--- src/rtl/spi_pkg.sv ---
`default_nettype none
// ============================================================================
// Module      : spi_pkg
// Description : Shared SPI definitions: controller state encoding and the
//               default word width / clock divide used by master and slave.
// Revision    : 1.0 - initial release
// ============================================================================
package spi_pkg;

    localparam int SPI_DATA_W  = 8;
    localparam int SPI_CLK_DIV = 4;

    typedef enum logic [2:0] {
        IDLE  = 3'd0,
        SETUP = 3'd1,
        XFER  = 3'd2,
        HOLD  = 3'd3,
        GAP   = 3'd4
    } spi_state_t;

endpackage
`default_nettype wire

--- src/rtl/spi_clk_div.sv ---
`default_nettype none
// ============================================================================
// Module      : spi_clk_div
// Description : Half-period timer for the SPI master. Counts CLK_DIV enabled
//               cycles and flags the last one with a single-cycle half_tick.
// Revision    : 1.0 - initial release
// ============================================================================
module spi_clk_div #(
    parameter int CLK_DIV = 4
) (
    input  logic i_clk,
    input  logic i_reset,
    input  logic i_en,
    input  logic i_clear,
    output logic o_half_tick
);

    localparam int                DIV_W      = (CLK_DIV > 1) ? $clog2(CLK_DIV) : 1;
    localparam logic [DIV_W-1:0]  C_DIV_LAST = DIV_W'(CLK_DIV - 1);

    logic [DIV_W-1:0] r_cnt;

    // Free-running modulo-CLK_DIV count while enabled; restarts on every accept.
    always_ff @(posedge i_clk) begin
        if (i_reset || i_clear) begin
            r_cnt <= '0;
        end else if (i_en) begin
            r_cnt <= (r_cnt == C_DIV_LAST) ? '0 : r_cnt + 1'b1;
        end
    end

    assign o_half_tick = i_en && (r_cnt == C_DIV_LAST);

endmodule
`default_nettype wire

--- src/rtl/spi_master_ctrl.sv ---
`default_nettype none
// ============================================================================
// Module      : spi_master_ctrl
// Description : SPI mode-0 master, MSB first, one DATA_W-bit word per cs
//               frame. Valid/ready word interface on the system side.
//               Optional macro SPI_MASTER_CTRL_BURST_EN: a word offered at
//               the end of HOLD is chained into the same cs frame.
// Revision    : 1.0 - initial release
// ============================================================================
module spi_master_ctrl
    import spi_pkg::*;
#(
    parameter int DATA_W  = SPI_DATA_W,
    parameter int CLK_DIV = SPI_CLK_DIV
) (
    input  logic              i_clk,
    input  logic              i_reset,
    input  logic [DATA_W-1:0] i_tx_data,
    input  logic              i_tx_valid,
    output logic              o_tx_ready,
    output logic [DATA_W-1:0] o_rx_data,
    output logic              o_rx_valid,
    output logic              sclk,
    output logic              mosi,
    input  logic              miso,
    output logic              cs
);

    localparam int                BIT_W      = $clog2(DATA_W) + 1;
    localparam int                DIV_W      = (CLK_DIV > 1) ? $clog2(CLK_DIV) : 1;
    localparam logic [BIT_W-1:0]  C_BITS     = BIT_W'(DATA_W);
    localparam logic [DIV_W-1:0]  C_DIV_LAST = DIV_W'(CLK_DIV - 1);

    spi_state_t        r_state;
    logic [DATA_W-1:0] r_tx_sr;
    logic [DATA_W-1:0] r_rx_sr;
    logic [DATA_W-1:0] r_rx_data;
    logic [BIT_W-1:0]  r_bit_cnt;
    logic [DIV_W-1:0]  r_gap_cnt;
    logic              r_sclk;
    logic              r_cs;
    logic              r_mosi;
    logic              r_rx_valid;

    logic              w_half_tick;
    logic              w_div_en;
    logic              w_accept;

    // The bit timer only runs while the frame is active; GAP is timed locally.
    assign w_div_en = (r_state == SETUP) || (r_state == XFER) || (r_state == HOLD);

`ifdef SPI_MASTER_CTRL_BURST_EN
    // Ready also opens for the single cycle that closes HOLD, so a waiting
    // word can be chained without releasing cs.
    assign o_tx_ready = (r_state == IDLE) || ((r_state == HOLD) && w_half_tick);
`else
    assign o_tx_ready = (r_state == IDLE);
`endif

    assign w_accept = i_tx_valid && o_tx_ready;

    spi_clk_div #(
        .CLK_DIV (CLK_DIV)
    ) u_clk_div (
        .i_clk       (i_clk),
        .i_reset     (i_reset),
        .i_en        (w_div_en),
        .i_clear     (w_accept),
        .o_half_tick (w_half_tick)
    );

    // Frame sequencer: drives cs/sclk/mosi and both shift registers.
    always_ff @(posedge i_clk) begin
        if (i_reset) begin
            r_state    <= IDLE;
            r_tx_sr    <= '0;
            r_rx_sr    <= '0;
            r_rx_data  <= '0;
            r_bit_cnt  <= '0;
            r_gap_cnt  <= '0;
            r_sclk     <= 1'b0;
            r_cs       <= 1'b1;
            r_mosi     <= 1'b0;
            r_rx_valid <= 1'b0;
        end else begin
            r_rx_valid <= 1'b0;
            case (r_state)
                IDLE: begin
                    if (w_accept) begin
                        r_tx_sr   <= i_tx_data;
                        r_bit_cnt <= '0;
                        r_cs      <= 1'b0;
                        r_mosi    <= i_tx_data[DATA_W-1];
                        r_state   <= SETUP;
                    end
                end
                SETUP: begin
                    // The first rising edge opens XFER; miso is sampled on it.
                    if (w_half_tick) begin
                        r_sclk    <= 1'b1;
                        r_rx_sr   <= {r_rx_sr[DATA_W-2:0], miso};
                        r_bit_cnt <= r_bit_cnt + 1'b1;
                        r_state   <= XFER;
                    end
                end
                XFER: begin
                    if (w_half_tick) begin
                        if (r_sclk) begin
                            // Falling edge: advance mosi unless this was the last bit.
                            r_sclk <= 1'b0;
                            if (r_bit_cnt != C_BITS) begin
                                r_tx_sr <= r_tx_sr << 1;
                                r_mosi  <= r_tx_sr[DATA_W-2];
                            end
                        end else if (r_bit_cnt == C_BITS) begin
                            // Final low half-period complete.
                            r_state <= HOLD;
                        end else begin
                            r_sclk    <= 1'b1;
                            r_rx_sr   <= {r_rx_sr[DATA_W-2:0], miso};
                            r_bit_cnt <= r_bit_cnt + 1'b1;
                        end
                    end
                end
                HOLD: begin
                    if (w_half_tick) begin
                        r_rx_data  <= r_rx_sr;
                        r_rx_valid <= 1'b1;
                        if (w_accept) begin
                            // Chained word: cs stays low, new MSB goes straight out.
                            r_tx_sr   <= i_tx_data;
                            r_bit_cnt <= '0;
                            r_mosi    <= i_tx_data[DATA_W-1];
                            r_state   <= SETUP;
                        end else begin
                            r_cs      <= 1'b1;
                            r_mosi    <= 1'b0;
                            r_gap_cnt <= '0;
                            r_state   <= GAP;
                        end
                    end
                end
                GAP: begin
                    // Guarantees a minimum cs-high time between frames.
                    if (r_gap_cnt == C_DIV_LAST) begin
                        r_gap_cnt <= '0;
                        r_state   <= IDLE;
                    end else begin
                        r_gap_cnt <= r_gap_cnt + 1'b1;
                    end
                end
                default: begin
                    r_state <= IDLE;
                end
            endcase
        end
    end

    assign sclk       = r_sclk;
    assign cs         = r_cs;
    assign mosi       = r_mosi;
    assign o_rx_data  = r_rx_data;
    assign o_rx_valid = r_rx_valid;

endmodule
`default_nettype wire

--- config.mk ---
export PLATFORM = sky130hd
export DESIGN_NAME = spi_master_ctrl
export DESIGN_NICKNAME = d
export VERILOG_FILES = /design/src/rtl/spi_pkg.sv /design/src/rtl/spi_clk_div.sv /design/src/rtl/spi_master_ctrl.sv
export SDC_FILE = /design/constraint.sdc
export NUM_CORES = 1
export LEC_CHECK = 0
export ABC_AREA = 0
export CAP_MARGIN = 20
export CORE_AREA = 2 2 47 93
export CTS_CLUSTER_SIZE = 28
export DETAILED_ROUTE_END_ITERATION = 10
export DIE_AREA = 0 0 49 95
export PLACE_DENSITY = 0.83
export SYNTH_ARGS = -nofsm -noshare
export SYNTH_HDL_FRONTEND = slang
export SYNTH_SLANG_ARGS = --single-unit
--- constraint.sdc ---
create_clock -name i_clk -period 1.75 [get_ports i_clk]
set_input_delay 0.35 -clock i_clk [delete_from_list [all_inputs] [get_ports i_clk]]
set_output_delay 0.35 -clock i_clk [all_outputs]
set_load 0.05 [all_outputs]
# --- Yosys cells after proc, flatten, opt, wreduce, memory -nomap -nowiden ---
# Cells that the tools add are included.
totals:
  regBits: 39
  input_bits: 12
  out_inout_bits: 13
  word_cells: 104
op_classes:
  addsub: 3
  n_eq_ne: 19
  mux: 49
  bitwise: 1
  reduce_logical: 21
ops:
  columns: ["operator", "count"]
  rows:
  - ["$mux W8", 9]
  - ["$mux W3", 8]
  - ["$mux W4", 6]
  - ["$pmux W8 S3", 1]
  - ["$pmux W4 S4", 1]
  - ["$pmux W8 S2", 1]
  - ["$pmux W3 S5", 1]
  - ["$mux W1", 14]
  - ["$ne A2 B1 Y1 const B", 6]
  - ["$reduce_and A6 Y1", 2]
  - ["$ne A2 B2 Y1 const B", 5]
  - ["$reduce_and A5 Y1", 2]
  - ["$mux W2", 4]
  - ["$reduce_and A7 Y1", 1]
  - ["$eq A3 B2 Y1 const B", 2]
  - ["$reduce_and A3 Y1", 2]
  - ["$reduce_bool A2 Y1", 3]
  - ["$add A2 B1 Y2 const B", 2]
  - ["$add A4 B1 Y4 const B", 1]
  - ["$eq A2 B2 Y1 const B", 2]
  - ["$eq A4 B4 Y1 const B", 1]
  - ["$ne A4 B4 Y1 const B", 1]
  - ["$pmux W1 S2", 2]
  - ["$pmux W2 S2", 1]
  - ["12 further kinds", 15]

# --- Logic depth before layout (Yosys ltp) ---
# Gate-level depths: netlist of the first run.
depth:
  depth_word: 6
  mapped_depth: 7
  ltp_nobuf: 6

# --- Modules after synthesis ---
# A second synthesis of the first run with hierarchy kept.
unflattened:
  cells_unflattened: 214
  hier_area_um2: 1863.0
modules_own_cells:
  columns: ["mod", "instances", "cells_each", "area_per_inst_um2", "seq_area_each_um2"]
  rows:
  - ["spi_master_ctrl", 1, 205, 1761.7, 720.7]
  - ["spi_clk_div", 1, 9, 101.3, 40.0]

# --- Least setup slack after synthesis of the first run ---
# OpenSTA, ideal clock, no wires.
synth_timing:
  path_type: "register to output"
  from: "register r_state[1]"
  to: "output o_tx_ready"
  t_arrival_ns: 1.736
  required_ns: 1.400
  slack_ns: -0.336
  path_stages_with_launch: 4
  path_buffers: 2
  cell_sequence: "dfxtp_1 -> buf_2 -> clkbuf_1 -> nor3_1"
synth_between:
  elab_chain_cells: 1
synth_rtl:
  columns: ["element", "line", "source"]
  rows:
  - ["from (decl)", "spi_master_ctrl.sv:34", "spi_state_t r_state;"]
  - ["from (signal assigned)", "spi_master_ctrl.sv:75", "r_state <= IDLE;"]
  - ["from (signal assigned)", "spi_master_ctrl.sv:94", "r_state <= SETUP;"]
  - ["from (signal assigned)", "spi_master_ctrl.sv:103", "r_state <= XFER;"]
  - ["$logic_not A3 Y1", "spi_master_ctrl.sv:57", "assign o_tx_ready = (r_state == IDLE);"]
  - ["to (decl)", "spi_master_ctrl.sv:20", "output logic o_tx_ready,"]
# Every way passes these cells.

# --- Worst setup path in the final report of the first run ---
layout_timing:
  from: "register r_state[0]"
  to: "register r_state[1]"
layout_between:
  elab_chain_cells: 6
  elab_cells_between_ends: 18
  cone_classes: "11 x eq/ne; 1 x mux; 6 x reduce/logical"
layout_rtl:
  columns: ["element", "line", "source"]
  rows:
  - ["$eq A3 B1 Y1 / $eq A3 B2 Y1 (equally long branches)", "spi_master_ctrl.sv:50, spi_master_ctrl.sv:87", null]
  - ["$logic_or A1 B1 Y1 (2 in a row)", "spi_master_ctrl.sv:50", "assign w_div_en = (r_state == SETUP) || (r_state == XFER) || (r_state == HOLD);"]
  - ["$logic_and A1 B1 Y1", "spi_clk_div.sv:32", "assign o_half_tick = i_en && (r_cnt == C_DIV_LAST);"]
  - ["$ne A2 B1 Y1 (no line)", null, null]
  - ["$reduce_and A7 Y1 (no line)", null, null]
# Several ways; a longest one is shown, not always the timed one.
# A chain may end at the register's enable or synchronous reset.

==> results of run 1 <==
-- worst max path at each step --
stage,from,end,slack [ns],depth (start not counted)
floorplan,u_clk_div.r_cnt[0],r_tx_sr[4],0.08,6
global placement,i_tx_valid,r_tx_sr[0],-0.22,5
detailed placement,i_tx_valid,r_tx_sr[0],-0.27,5
CTS,r_state[2],r_state[0],0.006,3
global route,u_clk_div.r_cnt[0],r_tx_sr[2],-0.02,6
finish,r_state[0],r_state[1],0.04,5
-- layout make-up --
type	count	area share, %
multi-input combinational	159	44.0
sequential	38	31.2
timing repair buffer	47	17.3
clock buffer	5	2.79
tap	52	2.64
clock inverter	3	1.82
inverter	2	0.304
-- sequential cells by signal, indices dropped and copies added (netlist names), 2 cells and up --
register	flops
o_rx_data	8
r_rx_sr	8
r_tx_sr	7
r_bit_cnt	4
r_state	3
r_gap_cnt	2
u_clk_div.r_cnt	2
-- power by group --
part           switching, µW  internal [µW]
clock network            318            424
registers               91.2            992
logic                    756            789
total                   1170           2200
-- worst max-delay path: stages (launching register included) --
cell,delay [ns]
dfxtp_4,0.37
buf_6,0.13
or4_4,0.50
o21a_1,0.13
nand4_1,0.14
mux2_4,0.31
-- what timing repair did --
item / CTS / global route
pin swaps: 0 / 5
endpoints found under the hold margin: 0 / 0
hold buffers: 0 / 0
gates resized for setup: 1 / 20
buffers inserted: 0 / 5
endpoints found under the setup margin: 1 / 24
-- layout by cell type, fill, tap and decap left out, types with 3 or more instances in the layout --
cell              n
clkbuf_8          5
buf_4            29
buf_6             3
ha_1              3
o21ai_1           3
nand2b_1         13
dfxtp_2           4
nand2_1          25
o21ai_0           5
dfxtp_1          33
nor3_1            4
or3_1             9
nor3b_1           3
nand3_1           5
a21oi_1          24
mux2i_1          19
buf_12            3
nor2b_1           6
nor2_1            8
clkdlybuf4s50_1  11
-- cells by family (layout without fill, tap and decap cells) --
family | count (synthesis) | after routing
AOI/OAI and AO/OA | 42 | 42
adders and majority gates | 4 | 4
muxes | 22 | 22
xor gates and xnor gates | 1 | 1
buffers and inverters | 18 | 57
DFF | 38 | 38
and+or+nand+nor | 90 | 90
-- stage by stage --
step	hold slack [ns]	cells	worst slack (ns)
after global placement	0.442	293	-0.217
after global routing	0.494	306	-0.0178
after floorplan	0.432	215	0.0813
after CTS	0.462	301	0.00599
final	0.460	306	0.0441
after detailed placement	0.450	293	-0.271
-- layer usage --
layer	vias to the layer above	part of all wire [%]
li1	824	-
met1	764	43
met2	38	52
met3	5	3.8
met4	0	1.5
met5	-	0
==> run summary, run 1 <==
Status = complete, no violations
Final HPWL DP = 2.72 mm
Worst-path maximum fanout = 6
Slew Limit Headroom = 68.8%
Period utilisation layout = 97.5%
First-pass GRT wire length = 6.69 mm
Met3 usage = 3.01%
Die Ht = 95 µm
Most frequent cell after synthesis = dfxtp_1
EDFF count, synth = 0
Pins Over Slew Limit = 0
Clk slew on worst S/H paths = 0.08 ns
Worst R2R End = r_state[1]
PortBufs = 24
Final Skew = 0.0120 ns
Yosys top cell by area = dfxtp_1
Sequential Area = 769 µm²
Hold depth = 2
Final setup vio count = 0
CP Launch Type = flop
Clk buf depth = 2
Core ar. = 4010 µm²
Slew @ Worst Pin = 0.465 ns
Largest net degree at the start of global routing = 40
Multi-input combinational cell area = 1090 µm²
R2R Path Start = r_state[0]
Synth Area in Compound Gates = 12.4%
GP Congestion = 0.831
Hold Crit Class = reg2reg
Row count = 33
Setup slack, reg-to-reg = 0.04 ns
CTS tree = yes
Final net count = 269
Total Wirelength = 4.02 mm
Primary FF master, synth = dfxtp_1
Starting density of the core = 47.2%
Synth area leaders = dfxtp_1 40%, mux2i_1 10%, a21oi_1 6.6%
Crit path kind = reg2reg
Crit path DAT = 1.89 ns
Max cap viols = 0
Avg Cell Area, Syn = 8.80 µm²
Fmax = 586 MHz
Fillers = 336
Initial antenna violation count = 0
Endpoint of the worst hold path = o_rx_data[4]
Reg2Reg Depth = 5
Post-synthesis net count = 231
Number of vias per cell = 5.33
Register area share after synthesis = 40.2%
H-tree depth = 2
Area Growth Syn to Fin = 30.5%
IO Pins = 25
Met2 Usage GRT = 31.3%
Layout cell share with drive strength beyond 1 = 25.2%
Hold wc startpoint = o_rx_data[4]
CP required = 1.93 ns
Routed Antenna Nets = 0
DR DRC count = 0
Met1 GRT Util = 21.1%
Synth Warn # = 0
Gr usage total = 18.2%
Syn Inst Count = 215
Adder-Cell Fraction of Synth Area = 2.65%
Via count = 1631
Post-Synth Simple-Gate Area = 27.2%
Top-area cell type share of the netlist area = 40.2%
Post-synthesis xor/xnor area fraction = 0.463%
Fin. Hold Viols = 0
Tot Pwr = 3370 µW
Drt pass-1 iters = 4
Vias in the first global route = 1552
PD cells = 1370 nW/µm²
Root Driver = clkbuf_8
Synth unique cells = 42
Critical Path End Type = flop
Synth Cell Area = 1890 µm²
CTS sink cnt = 38
DRT iter0 DRCs = 46
Min Tclk post-route = 1.71 ns
Total global routing overflow = 0
Design Area, Final = 2470 µm²
Final core occ = 61.6%
Num CTS Buffers = 5
#FFs+latches synth = 38
Post-synthesis mux area share = 11.8%
Gr busiest metal = met2
Total die area = 4660 µm²
Placed Area = 2250 µm²
Antenna cell count = 0
Async set-reset flop share out of synthesis = 0%
Routed WL per cell = 13.1 µm
Post-route setup TNS = 0 ns
Die width = 49 µm
Leak pwr = 0.000945 µW
Top cells by instance count after synthesis = 38 x dfxtp_1, 25 x a21oi_1, 25 x nand2_1, 19 x mux2i_1, 13 x nand2b_1
VDD IR-drop max = 1.12 mV
Main combinational cell family by area after synthesis = simple AND/OR/NAND/NOR gates
Clock Latency Late Sink = 0.30 ns
No activity file was read; power rests on OpenSTA's default activity.
==> inputs of run 2 (changes only) <==
--- a/config.mk
+++ b/config.mk
@@ -7,11 +7,12 @@
 export LEC_CHECK = 0
 export ABC_AREA = 0
 export CAP_MARGIN = 20
-export CORE_AREA = 2 2 47 93
+export CORE_AREA = 2 2 45 89
 export CTS_CLUSTER_SIZE = 28
 export DETAILED_ROUTE_END_ITERATION = 10
-export DIE_AREA = 0 0 49 95
-export PLACE_DENSITY = 0.83
+export DIE_AREA = 0 0 47 91
+export PLACE_DENSITY = 0.86
+export SETUP_SLACK_MARGIN = 0.2
 export SYNTH_ARGS = -nofsm -noshare
 export SYNTH_HDL_FRONTEND = slang
 export SYNTH_SLANG_ARGS = --single-unit
==> constraint.sdc (replaced) <==
create_clock -name i_clk -period 1.85 [get_ports i_clk]
set_input_delay 0.37 -clock i_clk [delete_from_list [all_inputs] [get_ports i_clk]]
set_output_delay 0.37 -clock i_clk [all_outputs]
set_load 0.05 [all_outputs]
==> run 2 against run 1 <==
Wire length is 16% higher. Final area is 3.9% higher. Worst setup slack better by 0.12 ns. Fmax is 1.0% higher. Sequential share of layout area is 0.91 points lower. Hold slack worse by 0.0042 ns. Non-clock buffer count is 5 higher. Final cell count is 0.65% higher. Clock skew is 0.0039 ns lower. First-iteration DRC count is 11% lower. Critical endpoint unchanged. Largest power group unchanged.
==> run summary, run 2 (synthesis results as in run 1) <==
H-tree depth = 2 (unchanged)
Vias in the first global route = 1594 (+2.7%)
Routed met3 length = 137 µm (-9.3%)
Cts hold-fix bufs = 0 (unchanged)
CTS sink cnt = 38 (unchanged)
Area Growth Syn to Fin = 35.5%
Drt pass-1 iters = 4 (unchanged)
Crit path kind = reg2reg
Total global routing overflow = 0 (unchanged)
CP required = 2.04 ns (+0.11 ns)
VDD IR-drop max = 0.754 mV (-33%)
Placed cells = 289 (-1.4%)
Largest net degree at the start of global routing = 40 (unchanged)
Hold Crit Class = reg2reg
Final HPWL DP = 2.86 mm (+5.0%)
CP Launch Type = flop
Initial antenna violation count = 0 (unchanged)
GP Congestion = 0.874 (+5.1%)
Reg2Reg Depth = 4 (-1)
Clk slew on worst S/H paths = 0.08 ns (about the same)
Slew @ Worst Pin = 0.492 ns (+0.0264 ns)
Dpl ws = -0.188 ns (+0.0833 ns)
Die Ht = 91 µm (-4.2%)
Worst setup margin = 0.162 ns (+0.118 ns)
Die width = 47 µm (-4.1%)
Via count = 1724 (+5.7%)
Max cap viols = 0 (unchanged)
Most frequent cells in the layout = 31 x buf_4, 30 x dfxtp_1, 25 x nand2_1
Met2 routed WL = 2.58 mm (+24%)
Worst-path maximum fanout = 7 (+1)
Multi-input combinational cell area = 1140 µm² (+5.3%)
Final core occ = 71.8% (+10 points)
Gr usage total = 21.4% (+3.2 points)
CP startpoint = r_state[2]
Slew Limit Headroom = 67.1% (-1.8 points)
Num CTS Buffers = 5 (unchanged)
Root Driver = clkbuf_8
Antenna cell count = 0 (unchanged)
Row count = 31 (-6.1%)
Leak pwr = 0.000994 µW (+5.2%)
Final net count = 274 (+1.9%)
Clock Latency Late Sink = 0.30 ns (about the same)
PD cells = 1300 nW/µm² (-4.5%)
Crit path DAT = 1.87 ns (-0.02 ns)
CTS tree = yes
Final Skew = 0.00809 ns (-0.00388 ns)
R2R Path Start = r_state[2]
Non-Filler Instances = 308 (+0.65%)
Pins Over Slew Limit = 0 (unchanged)
DRT iter0 DRCs = 41 (-11%)
DR DRC count = 0 (unchanged)
Min Tclk post-route = 1.69 ns (-0.0176 ns)
Number of vias per cell = 5.60 (+5.0%)
Hold wc startpoint = r_rx_sr[0]
Met1 wire length = 1.66 mm (-2.8%)
RSZ-0062 raised after global routing = true
Routed WL per cell = 15.1 µm (+15%)
Starting density of the core = 53.0% (+5.8 points)
Hold depth = 2 (unchanged)
Design Area, Final = 2560 µm² (+3.9%)
First-pass GRT wire length = 6.75 mm (+0.82%)
Commonest non-fill, non-tap cell in the layout = buf_4
Fmax = 592 MHz (+1.0%)
Period utilisation layout = 91.3% (-6.2 points)
Routed Antenna Nets = 0 (unchanged)
Status = complete, no violations
Layout cell share with drive strength beyond 1 = 30.5% (+5.3 points)
Highest metal used = met4
Sequential Area = 776 µm² (+0.81%)
IO Pins = 25 (unchanged)
PortBufs = 24 (unchanged)
Core ar. = 3570 µm² (-11%)
Total Wirelength = 4.64 mm (+16%)
Final setup vio count = 0 (unchanged)
Fillers = 271 (-19%)
Total die area = 4280 µm² (-8.1%)
Clk buf depth = 2 (unchanged)
Smallest hold slack = 0.456 ns (-0.00418 ns)
Fin. Hold Viols = 0 (unchanged)
Placed Area = 2250 µm² (-0.22%)
Critical Path End Type = flop
run 2: cell count changes in the layout (fill, tap and decap cells not counted), moves of 3 or more:
| cell | previous run | this run |
|---|---|---|
| dlygate4sd2_1 | 0 | 5 |
| a21oi_1 | 24 | 21 |
| a21oi_2 | 1 | 4 |
| dfxtp_1 | 33 | 30 |
| or3_1 | 9 | 6 |
| or3_4 | 0 | 3 |
run 2: cell type report:
cell class	count	area share, %
inverters	2	0.293
flip-flops and latches	38	30.3
multi-input cells	159	44.6
well taps	49	2.39
clock inverters	3	1.76
clock buffers	5	2.68
repair buffers	52	18.0
run 2: routing by layer:
metal	global-route usage [%]	vias to the layer above
li1	-	835
met1	22.9	821
met2	36.1	44
met3	4.77	24
met4	11.8	0
met5	0	-
run 2: power by group:
part / total [µW] / internal (µW) / switching [µW]
sequential: 1050 / 941 / 109
combinational: 1590 / 803 / 782
clock: 707 / 401 / 306
run 2: worst paths after layout:
path	endpoint	slack, ns
setup / recovery	r_state[1]	0.16
hold / removal	o_rx_data[0]	0.46
setup reg to reg	r_state[1]	0.16
hold reg to reg	o_rx_data[0]	0.46
run 2: stage by stage:
| step | TNS (ns) | power, µW |
|---|---|---|
| finish | 0 | 3340 |
| global route | 0 | 3520 |
| CTS | 0 | 3070 |
| detailed placement | -0.737 | 2260 |
| global placement | -0.322 | 2210 |
| floorplan | 0 | 1910 |
run 2: worst max-delay path: stages, from the launching register on:
cell and delay, ns:
dfxtp_4 0.43, buf_4 0.16, or4b_4 0.47, nand4_1 0.19
mux2_4 0.32
run 2: timing repair:
item | CTS | global route
pin swaps | 5 | 13
setup buffers | 3 | 7
endpoints found under the setup margin | 23 | 21
endpoints found under the hold margin | 0 | 0
gates resized for setup | 17 | 25
cloned | 0 | 1
==> inputs of run 3 (changes only) <==
--- a/config.mk
+++ b/config.mk
@@ -7,11 +7,11 @@
 export LEC_CHECK = 0
 export ABC_AREA = 0
 export CAP_MARGIN = 20
-export CORE_AREA = 2 2 45 89
+export CORE_AREA = 2 2 46 91
 export CTS_CLUSTER_SIZE = 28
 export DETAILED_ROUTE_END_ITERATION = 10
-export DIE_AREA = 0 0 47 91
-export PLACE_DENSITY = 0.86
+export DIE_AREA = 0 0 48 93
+export PLACE_DENSITY = 0.83
 export SETUP_SLACK_MARGIN = 0.2
 export SYNTH_ARGS = -nofsm -noshare
 export SYNTH_HDL_FRONTEND = slang
==> run 3 against run 2 <==
Fmax up 1.3%. Critical endpoint is now mosi. First-iteration DRC count is 44% lower. Clock-buffer cell count rose by 1. Wire length rose by 0.37%. Non-clock buffer count up 6. Power grew 1.7%. Largest cell class unchanged. Register-to-register slack improved by 0.02 ns.
==> run summary, run 3 (synthesis results as in run 1) <==
Status = complete, no violations
Placed Area = 2250 µm² (+0.33%)
Setup slack, reg-to-reg = 0.18 ns (+0.02 ns)
Starting density of the core = 49.7% (-3.3 points)
Clk slew on worst S/H paths = 0.08 ns (about the same)
DR DRC count = 0 (unchanged)
Most frequent cells in the layout = 34 x buf_4, 30 x dfxtp_1, 25 x nand2_1
IO Pins = 25 (unchanged)
GP Congestion = 0.820 (-6.1%)
Layout cell share with drive strength beyond 1 = 32.7% (+2.2 points)
Row count = 32 (+3.2%)
RSZ-0062 raised after global routing = true
Final HPWL DP = 2.90 mm (+1.6%)
Critical Path End Type = flop
Placed cells = 294 (+1.7%)
PortBufs = 24 (unchanged)
Hold wc startpoint = r_rx_sr[6]
VDD IR-drop max = 0.807 mV (+7.1%)
Crit path buffers/inverters = 1 (unchanged)
Root Driver = clkbuf_8
Non-Filler Instances = 317 (+2.9%)
Total global routing overflow = 0 (unchanged)
Worst R2R End = mosi
Antenna cell count = 0 (unchanged)
Gr busiest metal = met2
Initial antenna violation count = 0 (unchanged)
Period utilisation layout = 90.1% (-1.1 points)
Drt pass-1 iters = 4 (unchanged)
CP Launch Type = flop
Max cap viols = 0 (unchanged)
CTS tree = yes
Internal = 2170 µW (+1.3%)
Slowest stage delay, CP = 0.46 ns (about the same)
CP endpoint = mosi
Number of vias per cell = 5.44 (-2.7%)
Crit path kind = reg2reg
Pins Over Slew Limit = 0 (unchanged)
Clock Power Share = 17.4% (-3.7 points)
CP startpoint = r_state[1]
Die Ht = 93 µm (+2.2%)
Cts hold-fix bufs = 0 (unchanged)
Fin. Hold Viols = 0 (unchanged)
Final setup vio count = 0 (unchanged)
Switching Share = 36.1% (+0.25 points)
Met3 usage = 3.67% (-1.1 points)
Die width = 48 µm (+2.1%)
Fmax = 600 MHz (+1.3%)
Final net count = 281 (+2.6%)
PD cells = 1300 nW/µm² (-0.25%)
Clk buf depth = 2 (unchanged)
Largest net degree at the start of global routing = 22 (-45%)
Logic pwr share = 52.5% (+5.1 points)
H-tree depth = 2 (unchanged)
DRT iter0 DRCs = 23 (-44%)
Total Wirelength = 4.66 mm (+0.37%)
Design Area, Final = 2620 µm² (+2.0%)
First-pass GRT wire length = 6.84 mm (+1.4%)
Tot Pwr = 3400 µW (+1.7%)
Final Skew = 0.00820 ns (+0.000106 ns)
Slew @ Worst Pin = 0.489 ns (-0.00318 ns)
Critical Path Stages = 5 (+1)
Slew Limit Headroom = 67.6% (+0.49 points)
Via count = 1726 (+0.12%)
Leak pwr = 0.00102 µW (+2.5%)
Post-route setup TNS = 0 ns (unchanged)
Core ar. = 3800 µm² (+6.6%)
Reg2Reg Depth = 5 (+1)
Met1 GRT Util = 22.8% (-0.042 points)
Routed Antenna Nets = 0 (unchanged)
Top Family by Delay on Critical Path = simple AND/OR/NAND/NOR gates
Vias in the first global route = 1591 (-0.19%)
Hold Crit Class = reg2reg
CTS sink cnt = 38 (unchanged)
R2R Path Start = r_state[1]
Worst-path maximum fanout = 8 (+1)
Num CTS Buffers = 5 (unchanged)
Met2 Usage GRT = 36.3% (+0.26 points)
Routed WL per cell = 14.7 µm (-2.5%)
CP required = 2.03 ns (about the same)
Area Growth Syn to Fin = 38.2%
Clock Latency Late Sink = 0.29 ns (about the same)
Final core occ = 68.8% (-3.1 points)
Crit-path cells = buf_6, or4_1, o21a_1, nand3_1, mux2_2
Flop pwr share = 30.1% (-1.3 points)
Total die area = 4460 µm² (+4.4%)
Crit path DAT = 1.84 ns (-0.03 ns)
Commonest non-fill, non-tap cell in the layout = buf_4
P_sw = 1230 µW (+2.5%)
Min Tclk post-route = 1.67 ns (-0.0210 ns)
Gr usage total = 20.9% (-0.58 points)
Slowest CP cell = or4_1
run 3: changes by cell type in the layout (fill, tap and decap cells not counted), moves of 2 or more:
cell	previous run	this run
a21oi_2	4	6
buf_4	31	34
buf_6	4	6
buf_8	0	2
dlygate4sd2_1	5	3
run 3: worst min path at each step:
stage / slack (ns) / cells after the start / endpoint
after detailed placement: 0.45 / 2 / o_rx_data[6]
after global routing: 0.49 / 2 / o_rx_data[1]
final: 0.46 / 2 / o_rx_data[6]
after floorplan: 0.43 / 2 / o_rx_data[0]
after CTS: 0.46 / 2 / o_rx_data[6]
after global placement: 0.44 / 2 / o_rx_data[6]
run 3: layout make-up:
| type | instances | area, µm² |
|---|---|---|
| inverter | 2 | 7.51 |
| sequential | 38 | 778 |
| clock buffer | 6 | 82.6 |
| timing repair buffer | 58 | 524 |
| clock inverter | 2 | 12.5 |
| multi-input combinational | 160 | 1150 |
| fill | 289 | 1190 |
| tap | 51 | 63.8 |
run 3: layer usage:
metal	part of all wire, %	wire [µm]
met4	2.4	113
met2	58	2700
met3	1.5	71
met1	38	1780
met5	0	0
run 3: stage by stage:
| stage | hold WS (ns) | setup slack (ns) |
|---|---|---|
| 2_1_floorplan | 0.432 | 0.175 |
| 3_3_place_gp | 0.442 | -0.128 |
| 3_5_place_dp | 0.450 | -0.143 |
| 4_1_cts | 0.457 | 0.172 |
| 5_1_grt | 0.485 | 0.125 |
| 6_report | 0.457 | 0.183 |
run 3: worst min-delay path: stages, from the launching register on:
cell and delay [ns]:
dfxtp_1 0.31, nand2_1 0.05, a21oi_1 0.05
run 3: power by group through the flow:
stage | Combinational, µW | Clock, µW | Sequential, µW
6_report | 1780 | 593 | 1020
3_5_place_dp | 1260 | 0 | 1030
2_1_floorplan | 845 | 0 | 1060
4_1_cts | 1490 | 604 | 1010
5_1_grt | 1910 | 632 | 1030
3_3_place_gp | 1240 | 0 | 1030
run 3: what timing repair did:
action | in CTS | in global routing
setup endpoints to repair | 13 | 22
pin swaps | 4 | 14
buffers inserted | 5 | 8
gates resized for setup | 19 | 25
cloned | 0 | 2
